File: src/rtl/rr_arb_mux.sv
// rr_arb_mux: N-channel registered valid/ready mux with fixed-priority
// or round-robin arbitration, packet locking and winner index output.
//
// Ports: clk, resetn (async, active-low); in_valid/in_ready/in_data/
// in_last per channel; out_valid/out_ready/out_data/out_last/out_idx
// registered output beat; busy high while a packet lock is held.
module rr_arb_mux #(
  parameter int NUM_CH   = 4,
  parameter int WIDTH    = 32,
  parameter int IDX_BITS = 4,
  parameter int RR_MODE  = 1
) (
  input  logic                clk,
  input  logic                resetn,
  input  logic [NUM_CH-1:0]   in_valid,
  output logic [NUM_CH-1:0]   in_ready,
  input  logic [WIDTH-1:0]    in_data [NUM_CH-1:0],
  input  logic [NUM_CH-1:0]   in_last,
  output logic                out_valid,
  input  logic                out_ready,
  output logic [WIDTH-1:0]    out_data,
  output logic                out_last,
  output logic [IDX_BITS-1:0] out_idx,
  output logic                busy
);

  typedef enum logic {
    UNLOCKED,
    LOCKED
  } state_t;

  state_t              state;
  state_t              state_nxt;
  logic [IDX_BITS-1:0] lock_ch;
  logic [IDX_BITS-1:0] lock_nxt;
  logic [IDX_BITS-1:0] ptr;
  logic [IDX_BITS-1:0] ptr_nxt;
  logic [IDX_BITS-1:0] gnt;
  logic                gnt_vld;
  logic [IDX_BITS-1:0] hi_idx;
  logic                hi_vld;
  logic [IDX_BITS-1:0] lo_idx;
  logic                lo_vld;
  logic [WIDTH-1:0]    sel_data;
  logic                sel_last;
  logic                load;
  logic                xfer;

  assign load = !out_valid || out_ready;
  assign busy = (state == LOCKED);

  // Round-robin search split in two: requesters above ptr win first,
  // the lowest requester at or below ptr is the wrap-around fallback.
  always_comb begin
    hi_idx = '0;
    hi_vld = 1'b0;
    lo_idx = '0;
    lo_vld = 1'b0;
    for (int c = NUM_CH - 1; c >= 0; c--) begin
      if (in_valid[c]) begin
        if (IDX_BITS'(c) > ptr) begin
          hi_idx = IDX_BITS'(c);
          hi_vld = 1'b1;
        end else begin
          lo_idx = IDX_BITS'(c);
          lo_vld = 1'b1;
        end
      end
    end
  end

  always_comb begin
    gnt     = '0;
    gnt_vld = 1'b0;
    if (state == LOCKED) begin
      gnt = lock_ch;
      for (int c = 0; c < NUM_CH; c++) begin
        if (IDX_BITS'(c) == lock_ch) begin
          gnt_vld = in_valid[c];
        end
      end
    end else if (RR_MODE == 0) begin
      for (int c = NUM_CH - 1; c >= 0; c--) begin
        if (in_valid[c]) begin
          gnt     = IDX_BITS'(c);
          gnt_vld = 1'b1;
        end
      end
    end else begin
      gnt     = hi_vld ? hi_idx : lo_idx;
      gnt_vld = hi_vld || lo_vld;
    end
  end

  always_comb begin
    sel_data = '0;
    sel_last = 1'b0;
    in_ready = '0;
    for (int c = 0; c < NUM_CH; c++) begin
      if (IDX_BITS'(c) == gnt) begin
        sel_data    = in_data[c];
        sel_last    = in_last[c];
        in_ready[c] = load && resetn && gnt_vld;
      end
    end
  end

  assign xfer = |in_ready;

  // ptr moves only on last beats so a packet is one RR turn.
  always_comb begin
    state_nxt = state;
    lock_nxt  = lock_ch;
    ptr_nxt   = ptr;
    if (xfer) begin
      if (!sel_last) begin
        state_nxt = LOCKED;
        lock_nxt  = gnt;
      end else begin
        state_nxt = UNLOCKED;
        if (RR_MODE != 0) begin
          ptr_nxt = gnt;
        end
      end
    end
  end

  always_ff @(posedge clk or negedge resetn) begin
    if (!resetn) begin
      state   <= UNLOCKED;
      lock_ch <= '0;
      ptr     <= IDX_BITS'(NUM_CH - 1);
    end else begin
      state   <= state_nxt;
      lock_ch <= lock_nxt;
      ptr     <= ptr_nxt;
    end
  end

  always_ff @(posedge clk or negedge resetn) begin
    if (!resetn) begin
      out_valid <= 1'b0;
      out_data  <= '0;
      out_last  <= 1'b0;
      out_idx   <= '0;
    end else if (xfer) begin
      out_valid <= 1'b1;
      out_data  <= sel_data;
      out_last  <= sel_last;
      out_idx   <= gnt;
    end else if (out_ready) begin
      out_valid <= 1'b0;
    end
  end

endmodule

File: config.mk
export PLATFORM = sky130hd
export DESIGN_NAME = rr_arb_mux
export DESIGN_NICKNAME = d
export VERILOG_FILES = /design/src/rtl/rr_arb_mux.sv
export SDC_FILE = /design/constraint.sdc
export NUM_CORES = 1
export LEC_CHECK = 0
export BUFFER_PORTS_ARGS = -buffer_cell sky130_fd_sc_hd__clkbuf_2
export CAP_MARGIN = 20
export CORE_MARGIN = 4
export CORE_UTILIZATION = 39
export DETAILED_ROUTE_END_ITERATION = 10
export PLACE_DENSITY = 0.76
export SLEW_MARGIN = 40
export SYNTH_ARGS = -nofsm -noshare
export SYNTH_HDL_FRONTEND = slang
export SYNTH_SLANG_ARGS = --single-unit
export TNS_END_PERCENT = 50
File: constraint.sdc
create_clock -name clk -period 2.3 [get_ports clk]
set_clock_uncertainty 0.05 [all_clocks]
set_input_delay 0.46 -clock clk [delete_from_list [all_inputs] [get_ports clk]]
set_output_delay 0.46 -clock clk [all_outputs]
set_load 0.01 [all_outputs]
Word level (Yosys, flattened, before mapping)
Index checks and enable logic that the tools add are counted. W data, S select, Z words.

Flip-flop bits (word level): 47. Input port bits: 139. Output and inout port bits: 43. Logic and storage cells: 83.

Order comparisons: 4. Eq/ne operators: 6. Multiplexer cells: 54. Bitwise logic cells: 1. Reduce and logical (&&, ||, !) cells: 11.

Operator list (count): $mux W32 (4); $mux W4 (16); $mux W1 (32); $eq A2 B4 Y1 const A (4); $eq A1 B4 Y1 const A (2); $gt A1 B4 Y1 const A (2); $gt A2 B4 Y1 const A (2); $logic_not A4 Y1 (2); $mux W2 (2); $reduce_and A2 Y1 (2); $reduce_or A4 Y1 (1); $logic_and A1 B1 Y1 (2); $logic_or A1 B1 Y1 (2); $reduce_bool A2 Y1 (1); $logic_not A1 Y1 (1); $not A1 Y1 (1).

Longest topological paths before layout
Gate-level depths: netlist of run 1.

Depth in word-level cells: 18. Depth in mapped cells: 9.

Least setup slack after synthesis of run 1
OpenSTA, ideal clock, no wires.

Path type: in2out. Start: in in_valid[1]. End: out in_ready[1]. Arrival: 2.028 ns. Slack: -0.238 ns. Stages on the path: 8. Cell sequence: or4b_1 > o22ai_2 > a211oi_4 > nor2_4 > buf_6 > nand2_1 > buf_2 > nor2_1.

Word-level cells in the longest chain between the ends: 7. Elaborated cells between the ends (all ways): 22.

Ends and longest elaborated chain: start, declared (RTL line 15) `input logic [NUM_CH-1:0] in_valid,`; $mux W4 or $mux W1 (tied branches) (RTL line 60) `if (in_valid[c]) begin`; $mux W4 or $mux W1 (tied branches) (RTL line 61) `if (IDX_BITS'(c) > ptr) begin`; $mux W4 or $mux W1 (tied branches) (RTL line 60); $mux W4 or $logic_or A1 B1 Y1 (tied branches) (RTL line 90, 91); $mux W4 or $mux W1 (tied branches) (RTL line 75) `if (state == LOCKED) begin`; $eq A1 B4 Y1 or $logic_and A1 B1 Y1 (tied branches) (RTL line 100, 103); $mux W1 * (RTL line 100) `if (IDX_BITS'(c) == gnt) begin`; end, declared (RTL line 16) `output logic [NUM_CH-1:0] in_ready,`.

Every way passes the cells marked *; elsewhere a longest branch is shown, timed or not.

Final worst setup path of run 1
Start: reg ptr[3]. End: out in_ready[0].

Word-level cells in the longest chain between the ends: 13. Elaborated cells between the ends (all ways): 43.

Ends and longest elaborated chain: start, declared (RTL line 36) `logic [IDX_BITS-1:0] ptr;`; start signal, assigned (RTL line 132) `ptr <= IDX_BITS'(NUM_CH - 1);`; start signal, assigned (RTL line 136) `ptr <= ptr_nxt;`; $gt A2 B4 Y1 (RTL line 61); $mux W2 or $mux W1 (tied branches) (RTL line 61); $mux W4 or $mux W1 (tied branches) (RTL line 60); $mux W4 or $mux W1 (tied branches) (RTL line 61); $mux W4 or $mux W1 (tied branches) (RTL line 60); $mux W4 or $mux W1 (tied branches) (RTL line 61); $mux W4 or $mux W1 (tied branches) (RTL line 60); $mux W4 or $mux W1 (tied branches) (RTL line 61); $mux W4 or $mux W1 (tied branches) (RTL line 60); $mux W4 or $logic_or A1 B1 Y1 (tied branches) (RTL line 90, 91); $mux W4 or $mux W1 (tied branches) (RTL line 75); $logic_not A4 Y1 or $logic_and A1 B1 Y1 (tied branches) (RTL line 100, 103); $mux W1 * (RTL line 100).

Marks and branches as above.

==> results of run 1 <==
## power by group through the flow
stage	logic [mW]	clock network, mW	registers [mW]
final	4.68	0.646	1.47
after detailed placement	3.31	0	1.47
after CTS	4.32	0.654	1.47
after global routing	4.96	0.687	1.52
after floorplan	2.01	0	1.56
after global placement	3.24	0	1.46
## cells in the final DEF, fill, tap and decap left out, types with 2 or more instances in the layout
| cell | count |
|---|---|
| nand2_1 | 26 |
| mux2_4 | 10 |
| buf_8 | 2 |
| buf_6 | 14 |
| nor4_2 | 9 |
| nor2_1 | 21 |
| a211oi_2 | 11 |
| dfstp_2 | 2 |
| a21oi_4 | 4 |
| nand3_1 | 3 |
| mux2i_1 | 29 |
| nor4_1 | 8 |
| nand2_4 | 3 |
| nand2b_1 | 3 |
| and2_1 | 4 |
| buf_12 | 6 |
| dfrtp_1 | 44 |
| buf_16 | 6 |
| nor2_4 | 4 |
| a21oi_2 | 10 |
| a21oi_1 | 3 |
| a211oi_1 | 22 |
| o21a_1 | 3 |
| mux2_2 | 8 |
| buf_4 | 33 |
| o221ai_1 | 15 |
| clkbuf_2 | 179 |
| and3_1 | 2 |
| o22a_1 | 2 |
| a32o_1 | 2 |
| a211o_1 | 2 |
| clkbuf_8 | 5 |
## area by class of cell
cell class                      count  area share
Clock buffer                        5      0.0136
Clock inverter                      3     0.00940
Inverter                            1    0.000742
Multi-Input combinational cell    227       0.394
Sequential cell                    47       0.233
Tap cell                           99      0.0245
Timing Repair Buffer              241       0.325
## stage by stage
step	util	setup slack [ps]	hold slack, ps	TNS, ps	instances
finish	0.690	-366	248	-9800	623
global route	0.690	-433	296	-13890	623
CTS	0.659	-275	277	-5500	617
detailed placement	0.576	-335	421	-10930	589
global placement	0.576	-262	413	-8560	589
floorplan	-	-160	114	-1930	298
## flip-flops by register name (all words and copies together), names as in the netlist
signal     count
busy           1
lock_ch        4
out_data      32
out_idx        4
out_last       1
out_valid      1
ptr            4
## worst max-delay path, delay by kind of cell (launching register included)
family / cells / cell delay, ps
buf+inv: 3 / 440
compound gates: 2 / 440
flops: 1 / 450
simple gates: 3 / 510
## cells by family (layout without fill, tap and decap cells)
group / Yosys count / count (layout) / synth area share
AO/OA/AOI/OAI: 85 / 85 / 0.225
buffers and inverters: 24 / 250 / 0.0453
flip-flops: 47 / 47 / 0.395
multiplexers: 50 / 50 / 0.184
AND/OR/NAND/NOR: 92 / 92 / 0.151
## layer usage
metal  global-route usage  wire, um  vias up
met2                0.436      6120      169
met3               0.0537       908       19
met5                    0         0        -
met1                0.280      4350     1659
met4               0.0711       225        0
li1                     -         -     1601
## worst max path at each step
stage / from / endpoint / depth (start not counted)
4_1_cts: ptr[0] / in_ready[2] / 7
5_1_grt: ptr[3] / in_ready[3] / 9
3_5_place_dp: in_valid[0] / out_data[1] / 9
6_report: ptr[3] / in_ready[0] / 8
3_3_place_gp: in_valid[0] / out_data[8] / 9
2_1_floorplan: in_valid[0] / in_ready[1] / 8
## repair_timing
item	in CTS	in global routing
pin swaps	33	19
resized for setup	59	33
setup endpoints to repair	35	47
cloned	6	1
setup buffers	15	6
==> qor.csv, run 1 <==
stage,metric,value,unit
cts,Root Driver,clkbuf_8,
critical_path,CP Class,flip-flop to output pin,
layout,Filler Cells Inserted,560,
synthesis,most numerous cell in the Yosys netlist,dfrtp_1,
sta,"Hold Violations, Final",0,
critical_path,CP startpoint kind,flip-flop,
synthesis,register bit total from synthesis,47,
place,HPWL after detailed placement,7.94,mm
outcome,outcome,finished with violations,
power,Pwr per Cell Area,1340,nW/um^2
synthesis,Post-Syn Instances,298,
synthesis,"EDFF count, synth",0,
sta,Final period util,1.16,
cts,post-cts hold buffer count,0,
synthesis,Post-Syn Area,2990,sq um
cts,clock sinks,47,
layout,area delta synth->final,69.4,%
detailed_routing,via count,3448,
power,Sw Ratio,0.414,
synthesis,list of most frequent post-synthesis cells,"dfrtp_1 (45), a211oi_1 (33), mux2i_1 (30), nand2_1 (30), nor2_1 (24)",
global_route,GRT Total Usage,0.239,
power,sequential share of power,0.217,
sta,RSZ-0062 raised after global routing,yes,
synthesis,Main synth FF type,dfrtp_1,
detailed_routing,Routed Antenna Nets,0,
sta,Max Fclk,375,MHz
die,chip height,95.5,um
global_route,first-pass GRT wire length,17.0,mm
die,die area,9120,sq um
power,total internal power,3.98,mW
place,DP Area,4230,sq um
critical_path,element type at the critical path end,output pin,
die,Starting Density,0.407,
sta,Relative slew margins,0.579,
critical_path,R2R cell count,11,
layout,area taken by multi-input logic gates,1990,sq um
synthesis,"Seq/Total Area, Yosys",0.395,
detailed_routing,final wirelength,11.6,mm
synthesis,Mapped Avg Cell Area,10.0,sq um
die,chip width,95.5,um
sta,Slew Limit Fails,0,
die,num rows,31,
cts,CTS Buffer Depth,2,
power,clock network fraction of total power,0.095,
detailed_routing,Iteration-0 DRC Markers,155,
outcome,failing checks,negative setup slack,
power,Worst VDD drop,0.731,mV
place,GP Congestion,0.814,
cts,CTS tree,done,
die,Core Footprint,7330,sq um
synthesis,YS warnings,0,
detailed_routing,drt wl/cell,18.6,um
sta,final critical-path required period,2670,ps
synthesis,"Async S/R FF share, synth",1.00,
critical_path,crit path max fanout,4,
synthesis,synth top area cells,"dfrtp_1 (38%), mux2i_1 (10%), a211oi_1 (8.3%)",
synthesis,Yosys top cell by area,dfrtp_1,
power,standby leakage power,2.49,nW
power,Gate power share,0.688,
layout,fin nets,662,
cts,Worst-Skew Late Latency,300,ps
die,I/O pin count,182,
critical_path,Reg2Reg Setup Slack,-300,ps
global_route,vias in the first global route,3479,
critical_path,FF-to-FF End,out_data[0],
detailed_routing,residual DRC count,0,
synthesis,Yosys cell types,44,
sta,setup ws final,-366,ps
job,MaxCap Viol Count,0,
cts,Num CTS Buffers,5,
sta,Slew @ Worst Pin,631,ps
critical_path,r2r startpoint,ptr[3],
cts,clock slew at reported path FFs,100,ps
synthesis,post-synth net total,437,
sta,Finish-stage setup viols,46,
global_route,remaining global-route overflow,0,
critical_path,CP peak stage delay,450,ps
cts,# H-tree levels,2,
layout,share of layout cells above drive strength 1,0.620,
critical_path,required time worst endpoint,1790,ps
power,switching power,2.81,mW
layout,post-route cell area,5060,sq um
critical_path,CP Data Arrival Time,2160,ps
layout,Register Area,1180,sq um
global_route,maximum number of pins on one net before global-route repair,48,
detailed_routing,post-DR vias/cell,5.53,
detailed_routing,Pre-antenna DRT Iters,4,
worst_hold_path,Hold Crit Class,primary input to async pin,
power,total power,6.80,mW
layout,ant diodes,0,
critical_path,"Max stage delay cell, worst path",dfrtp_2,
global_route,initial antenna violation count,0,
place,I/O Buffers,181,
synthesis,Synth top area share,0.377,
critical_path,crit path cell chain,buf_4 > nor4_1 > a21o_1 > a211o_1 > nand3_1 > buf_6 > nor2_1 > clkbuf_2,
(Power assumes the default switching activity.)
==> run 2: changes to the inputs <==
--- a/config.mk
+++ b/config.mk
@@ -11,6 +11,7 @@
 export CORE_UTILIZATION = 39
 export DETAILED_ROUTE_END_ITERATION = 10
 export PLACE_DENSITY = 0.76
+export SETUP_SLACK_MARGIN = 0.05
 export SLEW_MARGIN = 40
 export SYNTH_ARGS = -nofsm -noshare
 export SYNTH_HDL_FRONTEND = slang
==> run 2 against run 1 <==
The run still ends with negative setup slack left. Final cell count is 1.8% lower. Sequential power barely moved. First-iteration DRC count shrank 11%. Sequential share of layout area is 0.48 points higher. Critical endpoint is now in_ready[2]. Largest power group unchanged.
==> qor.csv, run 2 (synthesis gave the netlist of run 1 again) <==
stage,metric,value,unit,change
outcome,outcome,finished with violations,,
outcome,failing checks,negative setup slack,,
cts,# H-tree levels,2,,unchanged
global_route,initial antenna violation count,0,,unchanged
critical_path,element type at the critical path end,output pin,,
place,Inst Count DP,592,,+0.51%
critical_path,crit path cell chain,a21bo_2 > a211o_4 > a211o_1 > nand2_1 > nand2_2 > nor2_1 > buf_2,,
detailed_routing,residual DRC count,0,,unchanged
critical_path,CP peak stage delay,430,ps,-20 ps
layout,most frequent cells in the layout,"clkbuf_2 (177), dfrtp_1 (43), a211oi_1 (32)",,
detailed_routing,final wirelength,11.2,mm,-3.2%
place,GP Congestion,0.855,,+4.9%
detailed_routing,Iteration-0 DRC Markers,138,,-11%
global_route,first-pass GRT wire length,17.1,mm,+0.56%
cts,clock slew at reported path FFs,90,ps,about the same
global_route,remaining global-route overflow,0,,unchanged
layout,share of layout cells above drive strength 1,0.624,,+0.00355
cts,Worst-Skew Late Latency,300,ps,about the same
power,standby leakage power,2.43,nW,-2.6%
critical_path,required time worst endpoint,1790,ps,about the same
layout,fin nets,651,,-1.7%
critical_path,r2r startpoint,ptr[3],,
global_route,GRT Total Usage,0.240,,+0.000579
critical_path,CP Class,flip-flop to output pin,,
layout,register name with the most flops,out_data,,
sta,setup ws final,-351,ps,+15.4 ps
cts,post-cts hold buffer count,0,,unchanged
critical_path,crit path max fanout,6,,+2
sta,final critical-path required period,2650,ps,-15.4 ps
sta,Fin Setup TNS,-8350,ps,+1450 ps
power,Sw Ratio,0.405,,-0.00924
detailed_routing,post-DR vias/cell,5.49,,-0.89%
cts,CTS Buffer Depth,2,,unchanged
die,die area,9120,sq um,unchanged
power,sequential share of power,0.216,,about the same
global_route,vias in the first global route,3577,,+2.8%
detailed_routing,Routed Antenna Nets,0,,unchanged
layout,"most common cell after layout, fill and taps aside",clkbuf_2,,
critical_path,CP startpoint kind,flip-flop,,
power,Gate power share,0.675,,-0.013
layout,ant diodes,0,,unchanged
power,Worst VDD drop,0.962,mV,+32%
sta,hold_ws,250,ps,+2.11 ps
power,Pwr per Cell Area,1350,nW/um^2,+0.73%
critical_path,Setup crit start,ptr[1],,
die,Starting Density,0.407,,unchanged
global_route,maximum number of pins on one net before global-route repair,48,,unchanged
cts,Root Driver,clkbuf_8,,
die,Core Footprint,7330,sq um,unchanged
sta,Max Fclk,377,MHz,+0.58%
cts,clock sinks,47,,unchanged
sta,RSZ-0062 raised after global routing,yes,,
sta,Slew @ Worst Pin,626,ps,-5.73 ps
layout,area delta synth->final,66.1,%,
power,clock network fraction of total power,0.108,,+0.013
place,HPWL after detailed placement,8.22,mm,+3.5%
die,I/O pin count,182,,unchanged
job,MaxCap Viol Count,0,,unchanged
critical_path,CP Data Arrival Time,2140,ps,-20 ps
die,chip width,95.5,um,unchanged
critical_path,"Max stage delay cell, worst path",dfstp_2,,
layout,fin cells,612,,-1.8%
sta,Final period util,1.15,,-0.00669
sta,Slew Limit Fails,0,,unchanged
die,chip height,95.5,um,unchanged
power,switching power,2.72,mW,-3.4%
sta,"Hold Violations, Final",0,,unchanged
place,I/O Buffers,181,,unchanged
sta,Finish-stage setup viols,45,,-2.2%
worst_hold_path,Hold Crit Class,primary input to async pin,,
sta,Relative slew margins,0.583,,+0.00382
detailed_routing,via count,3357,,-2.6%
detailed_routing,Pre-antenna DRT Iters,4,,unchanged
cts,CTS tree,done,,
die,num rows,31,,unchanged
cts,Num CTS Buffers,5,,unchanged
detailed_routing,drt wl/cell,18.3,um,-1.5%
power,total internal power,4.00,mW,+0.34%
layout,max FFs per register,32,,unchanged
-- run 2: cell count changes in the layout (fill, tap and decap cells not counted), sizes merged --
cell,delta
buf,-8
bufinv,+1
clkbuf,-2
clkinv,-1
inv,-1
-- run 2: power by group through the flow --
stage	clock network (mW)	logic (mW)	registers [mW]
2_1_floorplan	0	2.13	1.56
3_3_place_gp	0	3.40	1.45
3_5_place_dp	0	3.51	1.46
5_1_grt	0.775	4.84	1.49
6_report	0.726	4.53	1.45
4_1_cts	0.735	4.26	1.45
-- run 2: per-layer routing --
metal  part of all wire  vias to the layer above  wire length, um  GRT usage
li1                   -                     1576                -          -
met1               0.38                     1577             4220      0.274
met2               0.51                      172             5700      0.438
met3              0.080                       32              902     0.0481
met5                  0                        -                0          0
met4              0.036                        0              399     0.0924
-- run 2: path summary, 6_finish.rpt --
path | endpoint | depth (start not counted) | slack (ps)
setup / recovery | in_ready[2] | 7 | -350
hold / removal | out_data[15] | 2 | 250
setup reg to reg | ptr[0] | 10 | -290
hold reg to reg | out_idx[1] | 2 | 440
max in group asynchronous | ptr[3] | 2 | 1510
min in group clk | out_valid | 3 | 370
-- run 2: critical path: cells and delay by family, from the launching register on --
| kind | cells | cell delay [ps] |
|---|---|---|
| flip-flops | 1 | 430 |
| AO/OA/AOI/OAI | 3 | 930 |
| buffers and inverters | 1 | 160 |
| AND/OR/NAND/NOR | 3 | 330 |
-- run 2: final cells by class --
cell class	count	area, sq um
clock buffer	6	72.6
clock inverter	2	60.1
fill	583	2370
inverter	1	3.75
multi-input combinational	227	2030
sequential	47	1180
tap	99	124
timing repair buffer	230	1480
-- run 2: what timing repair did --
action                                  in CTS  in global routing
buffers inserted                             7                  1
pin swaps                                   35                 16
gates cloned                                 4                  0
resized for setup                           41                 34
endpoints found under the setup margin      46                 47
-- run 2: metrics by stage --
step / util / cell area [sq um] / setup slack, ps / power, mW
2_1_floorplan: - / 3100 / -160 / 3.69
3_3_place_gp: 0.591 / 4330 / -243 / 4.86
3_5_place_dp: 0.591 / 4330 / -337 / 4.97
4_1_cts: 0.654 / 4790 / -391 / 6.45
5_1_grt: 0.676 / 4960 / -428 / 7.11
6_report: 0.676 / 4960 / -351 / 6.71
==> run 3: changes to the inputs <==
--- a/config.mk
+++ b/config.mk
@@ -5,12 +5,13 @@
 export SDC_FILE = /design/constraint.sdc
 export NUM_CORES = 1
 export LEC_CHECK = 0
+export ABC_AREA = 1
 export BUFFER_PORTS_ARGS = -buffer_cell sky130_fd_sc_hd__clkbuf_2
 export CAP_MARGIN = 20
 export CORE_MARGIN = 4
-export CORE_UTILIZATION = 39
+export CORE_UTILIZATION = 40
 export DETAILED_ROUTE_END_ITERATION = 10
-export PLACE_DENSITY = 0.76
+export PLACE_DENSITY_LB_ADDON = 0.05
 export SETUP_SLACK_MARGIN = 0.05
 export SLEW_MARGIN = 40
 export SYNTH_ARGS = -nofsm -noshare
==> run 3 against run 2 <==
The run still ends with negative setup slack left. Sequential power down 4%. Final cell count up 19%. First-iteration DRC count down 15%. Hold slack worse by 38 ps. Critical path depth up 4. Power down 15%. Clock power down 14%. Count of clock-buffer cells in the layout down 1. Via count up 5.1%. Critical endpoint is now in_ready[3]. Fmax up 11%.
==> qor.csv, run 3 <==
stage,metric,value,unit,change
sta,Slew @ Worst Pin,594,ps,-31.6 ps
place,HPWL after detailed placement,7.59,mm,-7.6%
sta,RSZ-0062 raised after global routing,yes,,
sta,Final period util,1.04,,-0.117
die,chip width,95.7,um,+0.26%
layout,area delta synth->final,42.2,%,
critical_path,"Max stage delay cell, worst path",dfstp_2,,
synthesis,most numerous cell in the Yosys netlist,nand2_1,,
global_route,GRT Total Usage,0.215,,-0.0248
critical_path,CP Data Arrival Time,1870,ps,-270 ps
sta,"Hold Violations, Final",0,,unchanged
power,total internal power,2.94,mW,-26%
detailed_routing,residual DRC count,0,,unchanged
layout,ant diodes,0,,unchanged
critical_path,required time worst endpoint,1790,ps,about the same
power,Gate power share,0.648,,-0.027
synthesis,"EDFF count, synth",0,,unchanged
sta,final critical-path required period,2380,ps,-269 ps
critical_path,CP peak stage delay,580,ps,+150 ps
synthesis,synth top area cells,"dfrtp_1 (37%), nand2_1 (28%), nand3_1 (6.8%)",,
critical_path,crit path cell chain,inv_4 > nand4_4 > nand2_4 > nor2_4 > nand2_4 > nand2_4 > nand2_8 > nor2_8 > inv_2 > nor2_4 > buf_6,,
die,I/O pin count,182,,unchanged
synthesis,Main synth FF type,dfrtp_1,,
worst_hold_path,Hold Crit Class,primary input to async pin,,
power,sequential share of power,0.243,,+0.027
critical_path,"Largest delay share family, worst path",simple AND/OR/NAND/NOR gates,,
layout,share of layout cells above drive strength 1,0.409,,-0.215
cts,# H-tree levels,2,,unchanged
detailed_routing,post-DR vias/cell,4.85,,-12%
layout,fin nets,766,,+18%
sta,Max Fclk,420,MHz,+11%
sta,setup ws final,-82.0,ps,+269 ps
synthesis,register bit total from synthesis,47,,unchanged
critical_path,CP Class,flip-flop to output pin,,
power,clock network fraction of total power,0.109,,about the same
global_route,initial antenna violation count,0,,unchanged
synthesis,Post-Syn Area,3080,sq um,+3.1%
detailed_routing,Iteration-0 DRC Markers,117,,-15%
cts,Root Driver,clkbuf_8,,
critical_path,CP dominant cell by count,nand2_4,,
sta,Finish-stage setup viols,4,,-91%
power,total power,5.71,mW,-15%
outcome,outcome,finished with violations,,
synthesis,YS warnings,0,,unchanged
global_route,first-pass GRT wire length,15.6,mm,-9.1%
die,die area,9170,sq um,+0.52%
power,switching power,2.77,mW,+2.0%
die,chip height,95.7,um,+0.26%
power,standby leakage power,2.49,nW,+2.7%
cts,CTS Buffer Depth,2,,unchanged
sta,Fin Setup TNS,-228,ps,+8120 ps
detailed_routing,drt wl/cell,13.4,um,-27%
synthesis,Yosys top cell by area,dfrtp_1,,
die,Core Footprint,7370,sq um,+0.53%
cts,CTS tree,done,,
power,Worst VDD drop,0.497,mV,-48%
global_route,vias in the first global route,3439,,-3.9%
cts,clock slew at reported path FFs,90,ps,about the same
cts,clock sinks,47,,unchanged
global_route,remaining global-route overflow,0,,unchanged
synthesis,"Seq/Total Area, Yosys",0.383,,-0.0120
die,Starting Density,0.418,,+0.0106
critical_path,CP startpoint kind,flip-flop,,
power,Pwr per Cell Area,1300,nW/um^2,-3.7%
detailed_routing,final wirelength,9.75,mm,-13%
critical_path,element type at the critical path end,output pin,,
layout,register name with the most flops,out_data,,
place,GP Congestion,0.802,,-6.2%
detailed_routing,Routed Antenna Nets,0,,unchanged
detailed_routing,via count,3528,,+5.1%
cts,Worst-Skew Late Latency,300,ps,about the same
die,num rows,31,,unchanged
critical_path,CP Buf/Inv Count,3,,+2
power,Sw Ratio,0.485,,+0.0807
critical_path,crit path max fanout,3,,-3
detailed_routing,Pre-antenna DRT Iters,6,,+2
layout,max FFs per register,32,,unchanged
outcome,failing checks,negative setup slack,,
synthesis,Mapped Avg Cell Area,6.98,sq um,-30%
synthesis,"Async S/R FF share, synth",1.00,,unchanged
synthesis,Post-Syn Instances,441,,+48%
layout,"most common cell after layout, fill and taps aside",nand2_1,,
place,I/O Buffers,181,,unchanged
sta,Slew Limit Fails,0,,unchanged
synthesis,Synth top area share,0.366,,-0.0115
sta,Relative slew margins,0.604,,+0.0211
cts,Num CTS Buffers,5,,unchanged
synthesis,list of most frequent post-synthesis cells,"nand2_1 (227), dfrtp_1 (45), nand3_1 (42)",,
synthesis,post-synth net total,580,,+33%
job,MaxCap Viol Count,0,,unchanged
synthesis,Yosys cell types,31,,-30%
global_route,maximum number of pins on one net before global-route repair,48,,unchanged
layout,most frequent cells in the layout,"nand2_1 (221), clkbuf_2 (177), dfrtp_1 (45)",,
run 3: layout make-up:
class	count	area (sq um)
Sequential cell	47	1180
Clock buffer	5	68.8
Timing Repair Buffer	203	1110
Tap cell	99	124
Fill cell	757	2990
Multi-Input combinational cell	347	1760
Clock inverter	3	47.5
Inverter	23	91.3
run 3: timing repair:
item                                    in CTS  in global routing
gates resized for setup                     17                 24
pin swaps                                   14                 12
setup buffers                                7                  1
hold buffers                                 0                  0
endpoints found under the setup margin       4                 27
run 3: path summary, 6_finish.rpt:
path	startpoint	endpoint	slack, ps	cells past startpoint
max	ptr[1]	in_ready[3]	-80	11
min	resetn	out_valid	210	2
max reg2reg	ptr[3]	lock_ch[0]	120	13
min reg2reg	out_idx[2]	out_idx[2]	430	2
max in group asynchronous	resetn	out_idx[1]	1580	2
min in group clk	out_ready	out_valid	310	2
run 3: layer usage:
layer | share of wire | track usage
met1 | 0.39 | 0.256
met2 | 0.51 | 0.389
met3 | 0.084 | 0.0579
met4 | 0.0094 | 0.0438
met5 | 0 | 0
run 3: kinds of logic (layout without fill, tap and decap cells):
logic type	after synthesis	count (layout)	share of synthesized area
AOI/OAI and AO/OA	14	14	0.0313
buffers and inverters	47	234	0.0792
DFF	47	47	0.383
and+or+nand+nor	333	333	0.507
run 3: per-stage QoR:
step	hold slack (ps)	setup slack, ps	utilization	instances	cell area, sq um
after floorplan	114	63.8	-	441	3080
after global placement	403	153	0.551	711	4060
after detailed placement	405	98.8	0.551	711	4060
after CTS	240	-91.8	0.583	726	4300
after global routing	288	-187	0.594	727	4380
final	212	-82.0	0.594	727	4380
run 3: power groups by stage:
stage | Clock, mW | Combinational, mW | Sequential [mW]
floorplan | 0 | 2.33 | 1.50
global placement | 0 | 3.41 | 1.38
detailed placement | 0 | 3.44 | 1.39
CTS | 0.638 | 3.63 | 1.39
global route | 0.671 | 4.14 | 1.43
finish | 0.625 | 3.70 | 1.39
